<file path="src/rtl/fcs_frame_ctrl.sv">
// fcs_frame_ctrl: RMII receive sequencer that finds preamble/SFD, feeds the cksum FCS checker
// and emits one status pulse per frame. Define FCS_CTRL_STATS_EN to build the good/bad counters.
module fcs_frame_ctrl #(
  parameter int MIN_PRE_DIBITS  = 28,
  parameter int MIN_FRAME_BYTES = 64,
  parameter int MAX_FRAME_BYTES = 1518,
  parameter int CK_TIMEOUT      = 16
) (
  input  logic        clk,
  input  logic        rst_n,
  input  logic        crsdv,
  input  logic [1:0]  rxd,
  output logic        ck_rst,
  output logic        ck_axiiv,
  output logic [1:0]  ck_axiid,
  input  logic        ck_done,
  input  logic        ck_kill,
  output logic        axiov,
  output logic [1:0]  axiod,
  output logic        frame_done,
  output logic        frame_ok,
  output logic [3:0]  frame_err,
  output logic [10:0] byte_count,
  output logic [15:0] good_cnt,
  output logic [15:0] bad_cnt
);

  localparam int TW = (CK_TIMEOUT > 1) ? $clog2(CK_TIMEOUT) : 1;

  localparam logic [1:0]    PRE_DIBIT = 2'b10;
  localparam logic [1:0]    SFD_DIBIT = 2'b11;
  localparam logic [5:0]    MIN_PRE   = 6'(MIN_PRE_DIBITS);
  localparam logic [10:0]   MIN_BYTES = 11'(MIN_FRAME_BYTES);
  localparam logic [10:0]   MAX_BYTES = 11'(MAX_FRAME_BYTES);
  localparam logic [TW-1:0] TMO_LAST  = TW'(CK_TIMEOUT - 1);
  localparam logic [TW-1:0] TMO_ONE   = TW'(1);

  localparam int ERR_FCS   = 0;
  localparam int ERR_RUNT  = 1;
  localparam int ERR_GIANT = 2;
  localparam int ERR_ALIGN = 3;

  typedef enum logic [2:0] {
    IDLE,
    PRE,
    DATA,
    WAIT_CK,
    REPORT,
    DROP
  } state_t;

  state_t state, state_nxt;

  logic          crsdv_p0;
  logic [1:0]    rxd_p0;
  logic [5:0]    pre_cnt, pre_cnt_nxt;
  logic [1:0]    dibit_cnt, dibit_cnt_nxt;
  logic [10:0]   byte_cnt_nxt;
  logic [3:0]    err, err_nxt;
  logic [TW-1:0] tmo_cnt, tmo_cnt_nxt;
  logic          fwd;
  logic          sfd;
  logic          report_nxt;

  function automatic logic [5:0] sat_inc6(input logic [5:0] v);
    return (v == 6'h3F) ? v : v + 6'd1;
  endfunction

  // Stage p0: input capture; the sequencer decides on the registered dibit
  always_ff @(posedge clk or negedge rst_n) begin
    if (!rst_n) crsdv_p0 <= 1'b0;
    else        crsdv_p0 <= crsdv;
  end

  always_ff @(posedge clk) begin
    rxd_p0 <= rxd;
  end

  always_comb begin
    state_nxt     = state;
    pre_cnt_nxt   = pre_cnt;
    dibit_cnt_nxt = dibit_cnt;
    byte_cnt_nxt  = byte_count;
    err_nxt       = err;
    tmo_cnt_nxt   = tmo_cnt;
    fwd           = 1'b0;
    sfd           = 1'b0;
    case (state)
      // REPORT behaves like IDLE so a preamble can follow a report immediately
      IDLE, REPORT: begin
        state_nxt = IDLE;
        if (crsdv_p0 && rxd_p0 == PRE_DIBIT) begin
          state_nxt   = PRE;
          pre_cnt_nxt = 6'd1;
          err_nxt     = 4'd0;
        end
      end
      PRE: begin
        if (!crsdv_p0) begin
          state_nxt = IDLE;
        end else if (rxd_p0 == PRE_DIBIT) begin
          pre_cnt_nxt = sat_inc6(pre_cnt);
        end else if (rxd_p0 == SFD_DIBIT && pre_cnt >= MIN_PRE) begin
          state_nxt     = DATA;
          sfd           = 1'b1;
          dibit_cnt_nxt = 2'd0;
          byte_cnt_nxt  = 11'd0;
          err_nxt       = 4'd0;
        end else begin
          state_nxt = DROP;
        end
      end
      DATA: begin
        if (!crsdv_p0) begin
          state_nxt   = WAIT_CK;
          tmo_cnt_nxt = '0;
          if (byte_count < MIN_BYTES) err_nxt[ERR_RUNT]  = 1'b1;
          if (dibit_cnt != 2'd0)      err_nxt[ERR_ALIGN] = 1'b1;
        end else if (byte_count == MAX_BYTES) begin
          // this dibit would start a byte beyond the maximum
          state_nxt          = DROP;
          err_nxt[ERR_GIANT] = 1'b1;
        end else begin
          fwd           = 1'b1;
          dibit_cnt_nxt = dibit_cnt + 2'd1;
          if (dibit_cnt == 2'd3) byte_cnt_nxt = byte_count + 11'd1;
        end
      end
      WAIT_CK: begin
        if (ck_done) begin
          state_nxt        = REPORT;
          err_nxt[ERR_FCS] = err[ERR_FCS] | ck_kill;
        end else if (tmo_cnt == TMO_LAST) begin
          state_nxt        = REPORT;
          err_nxt[ERR_FCS] = 1'b1;
        end else begin
          tmo_cnt_nxt = tmo_cnt + TMO_ONE;
        end
      end
      DROP: begin
        if (!crsdv_p0) state_nxt = err[ERR_GIANT] ? REPORT : IDLE;
      end
      default: state_nxt = IDLE;
    endcase
  end

  assign report_nxt = (state_nxt == REPORT);

  // Stage p1: sequencer state and registered outputs
  always_ff @(posedge clk or negedge rst_n) begin
    if (!rst_n) begin
      state      <= IDLE;
      pre_cnt    <= 6'd0;
      dibit_cnt  <= 2'd0;
      byte_count <= 11'd0;
      err        <= 4'd0;
      tmo_cnt    <= '0;
      ck_rst     <= 1'b1;
      ck_axiiv   <= 1'b0;
      ck_axiid   <= 2'd0;
      axiov      <= 1'b0;
      axiod      <= 2'd0;
      frame_done <= 1'b0;
      frame_ok   <= 1'b0;
      frame_err  <= 4'd0;
    end else begin
      state      <= state_nxt;
      pre_cnt    <= pre_cnt_nxt;
      dibit_cnt  <= dibit_cnt_nxt;
      byte_count <= byte_cnt_nxt;
      err        <= err_nxt;
      tmo_cnt    <= tmo_cnt_nxt;
      ck_rst     <= sfd;
      ck_axiiv   <= fwd;
      ck_axiid   <= fwd ? rxd_p0 : 2'd0;
      axiov      <= fwd;
      axiod      <= fwd ? rxd_p0 : 2'd0;
      frame_done <= report_nxt;
      frame_ok   <= report_nxt && (err_nxt == 4'd0);
      frame_err  <= report_nxt ? err_nxt : 4'd0;
    end
  end

`ifdef FCS_CTRL_STATS_EN
  function automatic logic [15:0] sat_inc16(input logic [15:0] v);
    return (v == 16'hFFFF) ? v : v + 16'd1;
  endfunction

  // Stage p2: statistics follow the status pulse by one cycle
  always_ff @(posedge clk or negedge rst_n) begin
    if (!rst_n) begin
      good_cnt <= 16'd0;
      bad_cnt  <= 16'd0;
    end else if (frame_done) begin
      if (frame_ok) good_cnt <= sat_inc16(good_cnt);
      else          bad_cnt  <= sat_inc16(bad_cnt);
    end
  end
`else
  assign good_cnt = 16'd0;
  assign bad_cnt  = 16'd0;
`endif

endmodule

</file>
<file path="config.mk">
export PLATFORM = sky130hd
export DESIGN_NAME = fcs_frame_ctrl
export DESIGN_NICKNAME = d
export VERILOG_FILES = /design/src/rtl/fcs_frame_ctrl.sv
export SDC_FILE = /design/constraint.sdc
export NUM_CORES = 1
export LEC_CHECK = 0
export CAP_MARGIN = 0
export CORE_MARGIN = 2
export CORE_UTILIZATION = 46
export DETAILED_ROUTE_END_ITERATION = 8
export GPL_ROUTABILITY_DRIVEN = 0
export PLACE_DENSITY = 0.78
export REMOVE_ABC_BUFFERS = 1
export SYNTH_ARGS = -nofsm -noshare
export SYNTH_HDL_FRONTEND = slang
export SYNTH_SLANG_ARGS = --single-unit
</file>
<file path="constraint.sdc">
create_clock -name clk -period 3.6 [get_ports clk]
set_input_delay 0.72 -clock clk [delete_from_list [all_inputs] [get_ports clk]]
set_output_delay 0.72 -clock clk [all_outputs]
set_load 0.02 [all_outputs]
</file>
== Word level (Yosys, flattened, before mapping) ==
Index checks and enable logic that the tools add are counted.
Storage, ports and cells
  input port bits: 7
  register bits after elaboration: 43
  word-level logic and storage cells: 115
  output and inout bits: 56
Operators by class
  add/sub/neg operators: 4
  reduce and logical (&&, ||, !) cells: 14
  mux-type cells: 56
  eq/ne operators: 24
  magnitude comparators: 2
  bitwise gates (word level): 1
Operator list (count)
  $mux 11: 6
  $mux 4: 8
  $mux 3: 9
  $mux 6: 4
  $ne 2x2->1 const B: 12
  $pmux 11 s2: 1
  $mux 1: 16
  $pmux 3 s5: 1
  $mux 2: 6
  $pmux 6 s2: 1
  $add 11x1->11 const B: 1
  $eq 11x11->1 const B: 1
  $lt 11x7->1 const B: 1
  $eq 3x3->1 const B: 3
  $pmux 3 s3: 1
  $pmux 4 s2: 1
  $reduce_bool 2->1: 4
  $reduce_and 7->1: 1
  $add 6x1->6 const B: 1
  $eq 2x2->1 const B: 3
  $eq 3x2->1 const B: 2
  $eq 6x6->1 const B: 1
  $ge 6x5->1 const B: 1
  $reduce_and 6->1: 1
  other kinds (13): 15

== Depth between registers and ports, before layout ==
  word-level depth: 8
  mapped depth: 7
  mapped depth without buffers: 7

== Worst setup path before layout ==
OpenSTA, ideal clock, no wires.
  kind: reg2reg
  from: reg pre_cnt[0]
  to: reg pre_cnt[5]
  arrival: 1.975 ns
  period minus slack after synthesis: 2.052 ns
  buffers on the path: 0
  stages on the path, launching flop included: 7
  data required time: 3.523 ns
  slack: 1.548 ns
  library setup time: 0.077 ns
  cells stage by stage: dfrtp_1 -> ha_1 -> and3_4 -> a31o_4 -> a211o_4 -> or4_1 -> a21oi_1
Between the ends
  cells in the longest elaborated chain, start to end: 5
  elaborated cells between the ends (all ways): 8
  those cells by class: add/sub: 1; eq/ne: 2; mux: 4; reduce/logical: 1
Ends and longest elaborated chain
  start, declared: line 56  | logic [5:0] pre_cnt, pre_cnt_nxt;
  start signal, assigned: line 168  | pre_cnt <= pre_cnt_nxt;
  $add 6x1->6: line 66  | return (v == 6'h3F) ? v : v + 6'd1;
  $mux 6: line 66
  $mux 6: line 101  | end else if (rxd_p0 == PRE_DIBIT) begin
  $mux 6: line 99  | if (!crsdv_p0) begin
  $pmux 6 s2: line 88  | case (state)
Parallel ways exist; a longest one is shown, timed or not. The select of a mux whose other input is x is not followed.
A chain may end at the register's enable or synchronous reset.

== Worst setup path in the final report ==
  from: reg state[0]
  to: reg byte_count[4]
Between the ends
  cells in the longest elaborated chain, start to end: 3
  elaborated cells between the ends (all ways): 11
  those cells by class: eq/ne: 8; mux: 1; reduce/logical: 2
Ends and longest elaborated chain
  start, declared: line 52  | state_t state, state_nxt;
  start signal, assigned: line 167  | state <= state_nxt;
  $eq 3x2->1 or $eq 3x1->1 (tied branches): line 88
  $ne 2x2->1 (no line) or $reduce_bool 2->1 (tied branches)
  $reduce_and 7->1 (no line)
  end signal, assigned: line 170  | byte_count <= byte_cnt_nxt;
  end, declared: line 23  | output logic [10:0] byte_count,
Parallel ways exist; a longest one is shown, timed or not.

==> flow_metrics.env <==
export IMPL_status="finished clean"
export IMPL_criticalPathCategory="flop to flop"
export IMPL_detail_route_antenna_nets=0
export IMPL_drtIter0Drc=121
export IMPL_multi_input_area_um2=1160
export IMPL_synth_top_cell_area_share_pct=41.0
export IMPL_power_density_nw_per_um2=348
export IMPL_mostFrequentLayoutCells="dfrtp_1, conb_1, clkdlybuf4s50_1, nand2_1, nor2_1"
export IMPL_wl_um=4690
export IMPL_antenna_cells=0
export IMPL_die_y_um=76.8
export IMPL_htreeDepth=2
export IMPL_cts_setup_buffers=0
export IMPL_cts_hold_buf=0
export IMPL_dp_hpwl_um=3420
export IMPL_pin_count=63
export IMPL_vias_per_cell=5.17
export IMPL_hp_class="input pin to async pin"
export IMPL_die_area_um2=5900
export IMPL_setup_tns_ns=0
export IMPL_worst_pin_slew_ns=0.879
export IMPL_grt_pass1_vias=1661
export IMPL_cts_path_max_buffers=2
export IMPL_fin_crit_sh_pct=62.8
export IMPL_synth_largest_area_cell="dfrtp_1"
export IMPL_final_max_slew_viol_count=0
export IMPL_relSlewSlack_pct=41.4
export IMPL_fin_crit_ns=2.26
export IMPL_std_cell_rows=26
export IMPL_fin_nets=298
export IMPL_cts_resized=0
export IMPL_synth_seq_area_share_pct=43.7
export IMPL_vias=1837
export IMPL_io_buffers=30
export IMPL_worstPathArrival_ns=2.49
export IMPL_final_common_cell="dfrtp_1"
export IMPL_grt_first_pass_wirelength_um=8130
export IMPL_clkSinkCount=43
export IMPL_startpoint_type="flop"
export IMPL_tritoncts="built"
export IMPL_initial_utilization_pct=47.8
export IMPL_rsz0062_at_grt="false"
export IMPL_ys_ff_latch=43
export IMPL_synth_area_per_cell_um2=9.46
export IMPL_drcViolationCount=0
export IMPL_syn_to_final_growth_pct=12.5
export IMPL_required_ns=3.83
export IMPL_finalClockSkew_ns=0.0127
export IMPL_wl_per_cell_um=13.2
export IMPL_fmax_mhz=442
export IMPL_core_um2=5110
export IMPL_hold_viol_final=0
export IMPL_power_uw=954
export IMPL_syn_instance_count=258
export IMPL_netlist_area_um2=2440
export IMPL_design_area_um2=2740
export IMPL_setup_worst_path_end_class="flop"
export IMPL_critPathMaxFanout=13
export IMPL_die_w_um=76.8
export IMPL_grt_max_degree=42
export IMPL_first_pass_iters=4
export IMPL_ys_top_cells_by_area="dfrtp_1, buf_4, nand2_1"
export IMPL_ys_flop_type="dfrtp_1"
export IMPL_cts_clk_slew_worst_paths_ns=0.09
export IMPL_p_leak_nw=1.26
export IMPL_antenna_found_initial=0
export IMPL_final_util_pct=53.7
export IMPL_grt_overflow_total=0
export IMPL_max_cap_violations=0
export IMPL_root_buffer="clkbuf_8"
export IMPL_drive_gt1_share_pct=6.67
export IMPL_instances_no_fill=355
export IMPL_vdd_ir_drop_max_mv=0.177
export IMPL_fillers=491
export IMPL_worstSkewPairLatency_ns=0.30
export IMPL_cts_made_buffers=5
export IMPL_synth_edf_count=0
export IMPL_place_area_um2=2640
export IMPL_grt_usage_pct=17.4
export IMPL_yosysWarnings=0
export IMPL_dp_cells=347
export IMPL_final_setup_viol_count=0
export IMPL_async_flop_share_pct=95.3
export IMPL_seqCellArea_um2=1070
export IMPL_yosysUniqueCellTypes=52
-- synthesized netlist by cell type, types with 2 or more instances --
master,count
o31ai_1,6
nand3b_1,2
buf_4,35
a2111oi_0,2
ha_1,7
nand2b_1,5
xnor2_1,2
or2_2,2
nand4b_1,3
xor2_1,5
or3_1,2
inv_1,10
nand3_1,12
and3_1,5
a31oi_1,5
a31o_2,2
dfxtp_1,2
nand2_1,25
and2_1,2
a21oi_1,7
o211ai_1,2
dfrtp_1,40
nor3b_1,4
or4_1,5
nand4_1,5
clkbuf_1,2
o21ai_0,8
nor3_1,4
nor2_1,18
nor2b_1,4
buf_2,4
-- final timing paths --
kind	start	to	slack, ns	cells after the start
worst min register to register	err[0]	err[0]	0.52	2
worst max register to register	state[0]	byte_count[4]	1.34	5
worst max-delay path	state[0]	byte_count[4]	1.34	5
max in group asynchronous	rst_n	byte_count[6]	2.51	1
worst min-delay path	rst_n	pre_cnt[0]	0.52	1
min in group clk	err[0]	err[0]	0.52	2
-- registers in the layout, indices dropped and copies added (netlist names), 2 cells and up --
name,flops
tmo_cnt,4
axiod,2
rxd_p0,2
byte_count,11
frame_err,4
err,4
dibit_cnt,2
state,3
pre_cnt,6
-- through the flow --
stage	hold WS, ns	setup slack [ns]
finish	0.517	1.34
global route	0.557	1.15
CTS	0.523	1.37
detailed placement	0.500	1.15
global placement	0.494	1.22
floorplan	0.424	1.55
-- power by group --
| group | leakage [nW] | total [mW] | switching (mW) | internal, mW |
|---|---|---|---|---|
| Clock | 0.0515 | 0.337 | 0.162 | 0.175 |
| Combinational | 0.627 | 0.0937 | 0.0674 | 0.0263 |
| Sequential | 0.579 | 0.523 | 0.0266 | 0.497 |
| Total | 1.26 | 0.954 | 0.256 | 0.698 |
-- kinds of logic (layout without fill, tap and decap cells) --
| group | after synthesis | in the layout | synth area share [%] |
|---|---|---|---|
| compound gates | 41 | 41 | 12.0 |
| xor+xnor | 7 | 7 | 2.51 |
| fa+ha+maj | 7 | 7 | 3.59 |
| buf+inv | 52 | 48 | 13.6 |
| flops | 43 | 43 | 43.7 |
| mux | 2 | 2 | 0.872 |
| other cells | 1 | 32 | 0.154 |
| simple gates | 105 | 105 | 23.5 |
-- worst max-delay path, cell delays in order, from the launching register on --
cell     delay (ns)
dfrtp_1        0.53
nor3b_1        0.24
o21ai_1        0.24
nand3_1        0.41
or4_1          0.62
a21oi_1        0.15
-- layout make-up --
cell class,count,share of cell area (%)
tap,70,3.19
inverter,10,1.37
multi-input combinational,194,42.1
clock buffer,8,3.65
sequential,43,38.9
timing repair buffer,30,10.8
-- per-layer routing --
metal  track usage [%]  routed length, um  part of all wire [%]
met3              4.35                216                   4.6
met1              23.6               2090                    45
met5                 0                  0                     0
met4              6.55                 79                   1.7
met2              26.8               2310                    49
(Power assumes the default switching activity.)
